$ cat src/rtl/char_ram_arbiter.sv
// Character RAM write-port arbiter: three round-robin requesters plus a
// full-screen clear sweep that writes CLEAR_CHAR into every cell.
module char_ram_arbiter #(
  parameter int                ADDR_W     = 13,
  parameter int                DATA_W     = 7,
  parameter int                RAM_DEPTH  = 4800,
  parameter logic [DATA_W-1:0] CLEAR_CHAR = 7'h20
) (
  input  logic                  clk,
  input  logic                  rst,
  input  logic                  clear_start,
  input  logic [2:0]            req,
  input  logic [3*ADDR_W-1:0]   req_addr,
  input  logic [3*DATA_W-1:0]   req_data,
  output logic [2:0]            ack,
  output logic                  clear_busy,
  output logic                  clear_done,
  output logic                  ram_wr_en,
  output logic [ADDR_W-1:0]     ram_addr,
  output logic [DATA_W-1:0]     ram_data
);

  localparam int CNT_W = $clog2(RAM_DEPTH);
  localparam logic [CNT_W-1:0] LAST = CNT_W'(RAM_DEPTH - 1);

  typedef enum logic {IDLE, CLEAR} state_e;

  state_e              state_q;
  logic [1:0]          ptr_q;
  logic [CNT_W-1:0]    cnt_q;
  logic [2:0]          ack_q;
  logic                wr_q;
  logic                busy_q;
  logic                done_q;
  logic [ADDR_W-1:0]   addr_q;
  logic [DATA_W-1:0]   data_q;

  logic [2:0]          elig;
  logic [1:0]          p1;
  logic [1:0]          p2;
  logic [1:0]          win;
  logic                any;
  logic [1:0]          ptr_d;
  logic [2:0]          ack_d;
  logic [ADDR_W-1:0]   addr_d;
  logic [DATA_W-1:0]   data_d;

  function automatic logic [1:0] inc3(input logic [1:0] p);
    return (p == 2'd2) ? 2'd0 : p + 2'd1;
  endfunction

  // A requester whose ack is showing is masked so it cannot be granted twice
  always_comb begin
    elig = req & ~ack_q;
    p1   = inc3(ptr_q);
    p2   = inc3(p1);
    any  = |elig;
    win  = ptr_q;
    if (elig[p2])    win = p2;
    if (elig[p1])    win = p1;
    if (elig[ptr_q]) win = ptr_q;
    ptr_d  = inc3(win);
    ack_d  = any ? (3'b001 << win) : 3'b000;
    addr_d = req_addr[win*ADDR_W +: ADDR_W];
    data_d = req_data[win*DATA_W +: DATA_W];
  end

  always_ff @(posedge clk) begin
    if (rst) begin
      state_q <= IDLE;
      ptr_q   <= 2'd0;
      cnt_q   <= '0;
      ack_q   <= 3'b000;
      wr_q    <= 1'b0;
      busy_q  <= 1'b0;
      done_q  <= 1'b0;
      addr_q  <= '0;
      data_q  <= '0;
    end else begin
      done_q <= 1'b0;
      case (state_q)
        IDLE: begin
          if (clear_start) begin
            state_q <= CLEAR;
            cnt_q   <= '0;
            addr_q  <= '0;
            data_q  <= CLEAR_CHAR;
            wr_q    <= 1'b1;
            busy_q  <= 1'b1;
            ack_q   <= 3'b000;
          end else begin
            ack_q <= ack_d;
            wr_q  <= any;
            if (any) begin
              ptr_q  <= ptr_d;
              addr_q <= addr_d;
              data_q <= data_d;
            end
          end
        end
        CLEAR: begin
          if (cnt_q == LAST) begin
            state_q <= IDLE;
            cnt_q   <= '0;
            wr_q    <= 1'b0;
            busy_q  <= 1'b0;
            done_q  <= 1'b1;
          end else begin
            cnt_q  <= cnt_q + 1'b1;
            addr_q <= ADDR_W'(cnt_q + 1'b1);
          end
        end
        default: state_q <= IDLE;
      endcase
    end
  end

  assign ack        = ack_q;
  assign clear_busy = busy_q;
  assign clear_done = done_q;
  assign ram_wr_en  = wr_q;
  assign ram_addr   = addr_q;
  assign ram_data   = data_q;

endmodule

$ cat config.mk
export PLATFORM = sky130hd
export DESIGN_NAME = char_ram_arbiter
export DESIGN_NICKNAME = d
export VERILOG_FILES = /design/src/rtl/char_ram_arbiter.sv
export SDC_FILE = /design/constraint.sdc
export NUM_CORES = 1
export LEC_CHECK = 0
export CORE_UTILIZATION = 44
export DETAILED_ROUTE_END_ITERATION = 10
export PLACE_DENSITY = 0.8
export SYNTH_ARGS = -nofsm -noshare
export SYNTH_HDL_FRONTEND = slang
export SYNTH_SLANG_ARGS = --single-unit
$ cat constraint.sdc
create_clock -name clk -period 2.6 [get_ports clk]
set_clock_uncertainty 0.05 [all_clocks]
set_input_delay 0.65 -clock clk [delete_from_list [all_inputs] [get_ports clk]]
set_output_delay 0.65 -clock clk [all_outputs]
set_load 0.03 [all_outputs]
==> metrics.md, run 1 <==
| Metric | Value |
|---|---|
| Post-route design area | `0.00354 mm^2` |
| Global routing's busiest layer | `met2` |
| Area delta synth->final | `49.0%` |
| Crit-path cells | `clkdlybuf4s50_1, nor2b_1, o22ai_1, a21oi_2, buf_12, mux2_1, a222oi_1, a211oi_1` |
| Htree depth | `2` |
| HP Class | `reg2reg` |
| Max Clk Rate | `between 400 and 500 MHz` |
| Arr. time, crit path | `between 2 and 3 ns` |
| Post-CTS Setup Repair Bufs | `0` |
| Vias/cell | `5.69` |
| GR Util met1 | `0.344` |
| First-pass GRT wire length | `approximately 10 mm` |
| Power per standard cell area | `448 mW/mm^2` |
| Delay-heaviest family, CP | `compound AO/OA/AOI/OAI gates` |
| Max clock buf depth | `2` |
| FILL cells | `approximately 430` |
| Ports | `92` |
| Sequential area share after synthesis | `0.353` |
| Final slew viol count | `0` |
| Max-Cap Viols | `0` |
| DIE AREA | `between 0.005 and 0.006 mm^2` |
| Tot GR Track Use | `0.242` |
| Post-route DRC violation count | `0` |
| Leak Pwr | `~1.3 nW` |
| Avg Inst Size Synth | `roughly 8.6 um^2` |
| GR Layer Usage met2 | `0.375` |
| CTS tree | `built` |
| Reg area | `841 um^2` |
| Largest net degree at the start of global routing | `34` |
| Clock Latency Late Sink | `0.30 ns` |
| Antenna cells | `0` |
| RSZ-0062 raised after global routing | `false` |
| Placed cell area | `0.00345 mm^2` |
| Share of layout cells above drive strength 1 | `0.115` |
| Layout net count | `439` |
| Vias in the first global route | `roughly 2,100` |
| Synthesized flop and latch total | `42` |
| Crit-path max FO | `15` |
| Hold Fails Final Rpt | `0` |
| Post-Synthesis Cells | `about 280` |
| Initial antenna violation count | `0` |
| Gr ovfl total | `0` |
| DR pass1 iterations | `5` |
| Initial Utilization | `0.460` |
| RD Place Congestion | `approximately 0.84` |
| Worst setup SP type | `primary input` |
| Overall power | `approximately 0.0016 W` |
| Clock Pin Slew Worst Setup and Hold Paths | `roughly 0.08 ns` |
| Critical path type | `in2reg` |
| Wirelength per Cell | `approximately 16 um` |
| Hold_buf cts | `0` |
| Critical Path Max Stage Delay | `about 0.47 ns` |
| Yosys warns | `0` |
| Fin crit period | `about 2.5 ns` |
| Root buffer cell | `clkbuf_8` |
| CP required | `approximately 2.7 ns` |
| Crit share post-route | `0.945` |
| Status | `completed` |
| EDFF count, synth | `0` |
| Routed Antenna Nets | `0` |
| Die Wd | `approximately 76 um` |
| Worst hold margin | `between 0.4 and 0.5 ns` |
| Drt total wl | `6.96 mm` |
| M3 GR Usage | `0.0410` |
| Worst-Margin Slew | `about 0.52 ns` |
| Count of cell types in the netlist | `53` |
| Syn nets | `345` |
| Mapped cell area | `0.00238 mm^2` |
| TritonCTS Sinks | `between 40 and 50` |
| Port Buffers | `91` |
| Cell Rows | `26` |
| Worst vdd ir | `~0.00026 V` |
| Num CTS Buffers | `5` |
| Die height | `between 70 and 80 um` |
| Final core occ | `0.685` |
| Multi-input gate area | `about 0.0014 mm^2` |
| Hpwl dp | `a little over 5 mm` |
| Worst setup EP type | `flop` |
| Area leader, netlist | `dfxtp_1` |
| Ys flop type | `dfxtp_1` |
| FFs w/ async S/R, synth | `0` |
| Via count | `about 2,500` |
| Buf+Inv Stages, Crit Path | `2` |
| Top cells by area, synth | `dfxtp_1, nor2_1, a222oi_1` |
| Core box area | `about 0.0052 mm^2` |
| Post-CTS sizing | `0` |
| Worst relative slew slack | `0.655` |
| Initial DRC Count | `201` |
| Final Setup Violations | `0` |
| Slowest-stage cell, CP | `clkdlybuf4s50_1` |
| Area share of the largest cell type after synthesis | `0.353` |
layout make-up:
| cell class | count | share of cell area |
|---|---|---|
| multi-input cells | 214 | 0.403 |
| repair buffers | 106 | 0.306 |
| flip-flops and latches | 42 | 0.237 |
| well taps | 70 | 0.0247 |
| clock buffers | 7 | 0.0244 |
| inverters | 3 | 0.00318 |
| clock inverters | 1 | 0.00141 |
routing by layer:
metal	part of all wire	wire length [um]
met5	0	0
met4	0.017	115
met1	0.47	3240
met2	0.45	3100
met3	0.073	508
registers in the layout, summed over array words and instances, names as in the netlist:
signal	count
ack	3
clear_busy	1
clear_done	1
cnt_q	13
ptr_q	2
ram_addr	13
ram_data	7
ram_wr_en	1
state_q	1
worst reg2reg max path, cell delays in order (launching register included):
cell and delay, ns:
dfxtp_1 0.48, ha_1 0.22, and3_1 0.22, nand4_2 0.25
nand2_1 0.32, nor2_1 0.16, a221oi_2 0.22, a211oi_2 0.10
kinds of logic (layout without fill, tap and decap cells):
family                   count (synthesis)  count (layout)  share of synthesized area
AO/OA/AOI/OAI                           79              79                      0.248
XOR/XNOR                                11              11                     0.0405
adder cells (fa/ha/maj)                  1               1                    0.00526
buffers and inverters                   22             117                     0.0463
flip-flops                              42              42                      0.353
multiplexers                            15              15                     0.0757
AND/OR/NAND/NOR                        108             108                      0.230
worst paths after layout:
path	endpoint	startpoint	slack [ns]	depth (start not counted)
worst max-delay path	ram_addr[4]	req[0]	0.14	8
worst min-delay path	ram_wr_en	ram_wr_en	0.41	2
worst max register to register	ram_addr[11]	cnt_q[0]	0.49	7
worst min register to register	ram_wr_en	ram_wr_en	0.41	2
cell usage after synthesis, types with 2 or more instances:
library cell   n
nand4_1        5
a211oi_2       3
buf_4          4
nand3_1        4
a221oi_1       3
a221oi_2       2
o22ai_1        3
mux2_1        10
a21oi_1       19
mux2_2         2
o21ai_1        8
nor2_1        41
dfxtp_1       42
nor3_1         9
nor3b_1        3
a22oi_1        4
nand2_1       24
mux2_4         3
xor2_1         6
inv_1          3
a31oi_2        2
a21o_1         2
xnor2_1        5
and3_1         2
nand3b_1       3
a222oi_1      13
o21ai_0        4
a211oi_1      11
nor2b_1        3
clkbuf_1       9
buf_2          4
per-stage QoR:
stage                     instances  worst slack, ns  setup TNS, ns
after floorplan                 278            0.332              0
after global placement          435          -0.0923         -0.840
after detailed placement        435           -0.182          -1.59
after CTS                       443            0.145              0
after global routing            443           0.0127              0
final                           443            0.142              0
cells in the final DEF, fill, tap and decap left out, types with 2 or more instances in the layout:
cell type	n
buf_12	5
mux2_2	2
xor2_1	6
mux2_4	3
a31oi_2	2
a222oi_1	13
nor2_1	41
a221oi_1	3
nand4_1	5
nand2_1	24
nand3b_1	3
a221oi_2	2
nor3_1	9
a21o_1	2
dfxtp_1	42
inv_1	3
a22oi_1	4
nor2b_1	3
nor3b_1	3
mux2_1	10
xnor2_1	5
o21ai_1	8
a211oi_2	3
a21oi_1	19
clkdlybuf4s50_1	91
nand3_1	4
o21ai_0	4
buf_4	10
clkbuf_8	6
and3_1	2
a211oi_1	11
o22ai_1	3
power by group:
group          total [W]  internal (W)  switching [W]
sequential      0.000699      0.000674      0.0000250
clock           0.000451      0.000215       0.000236
combinational   0.000440      0.000237       0.000202
total            0.00159       0.00113       0.000463
(Power assumes the default switching activity.)
==> run 2: changes to the inputs <==
Settings changed: GPL_ROUTABILITY_DRIVEN from default to 0, SKIP_LAST_GASP from default to 1.
==> results of run 2 <==
Same layout as run 1: the final DEF is identical, and so are final timing and power.
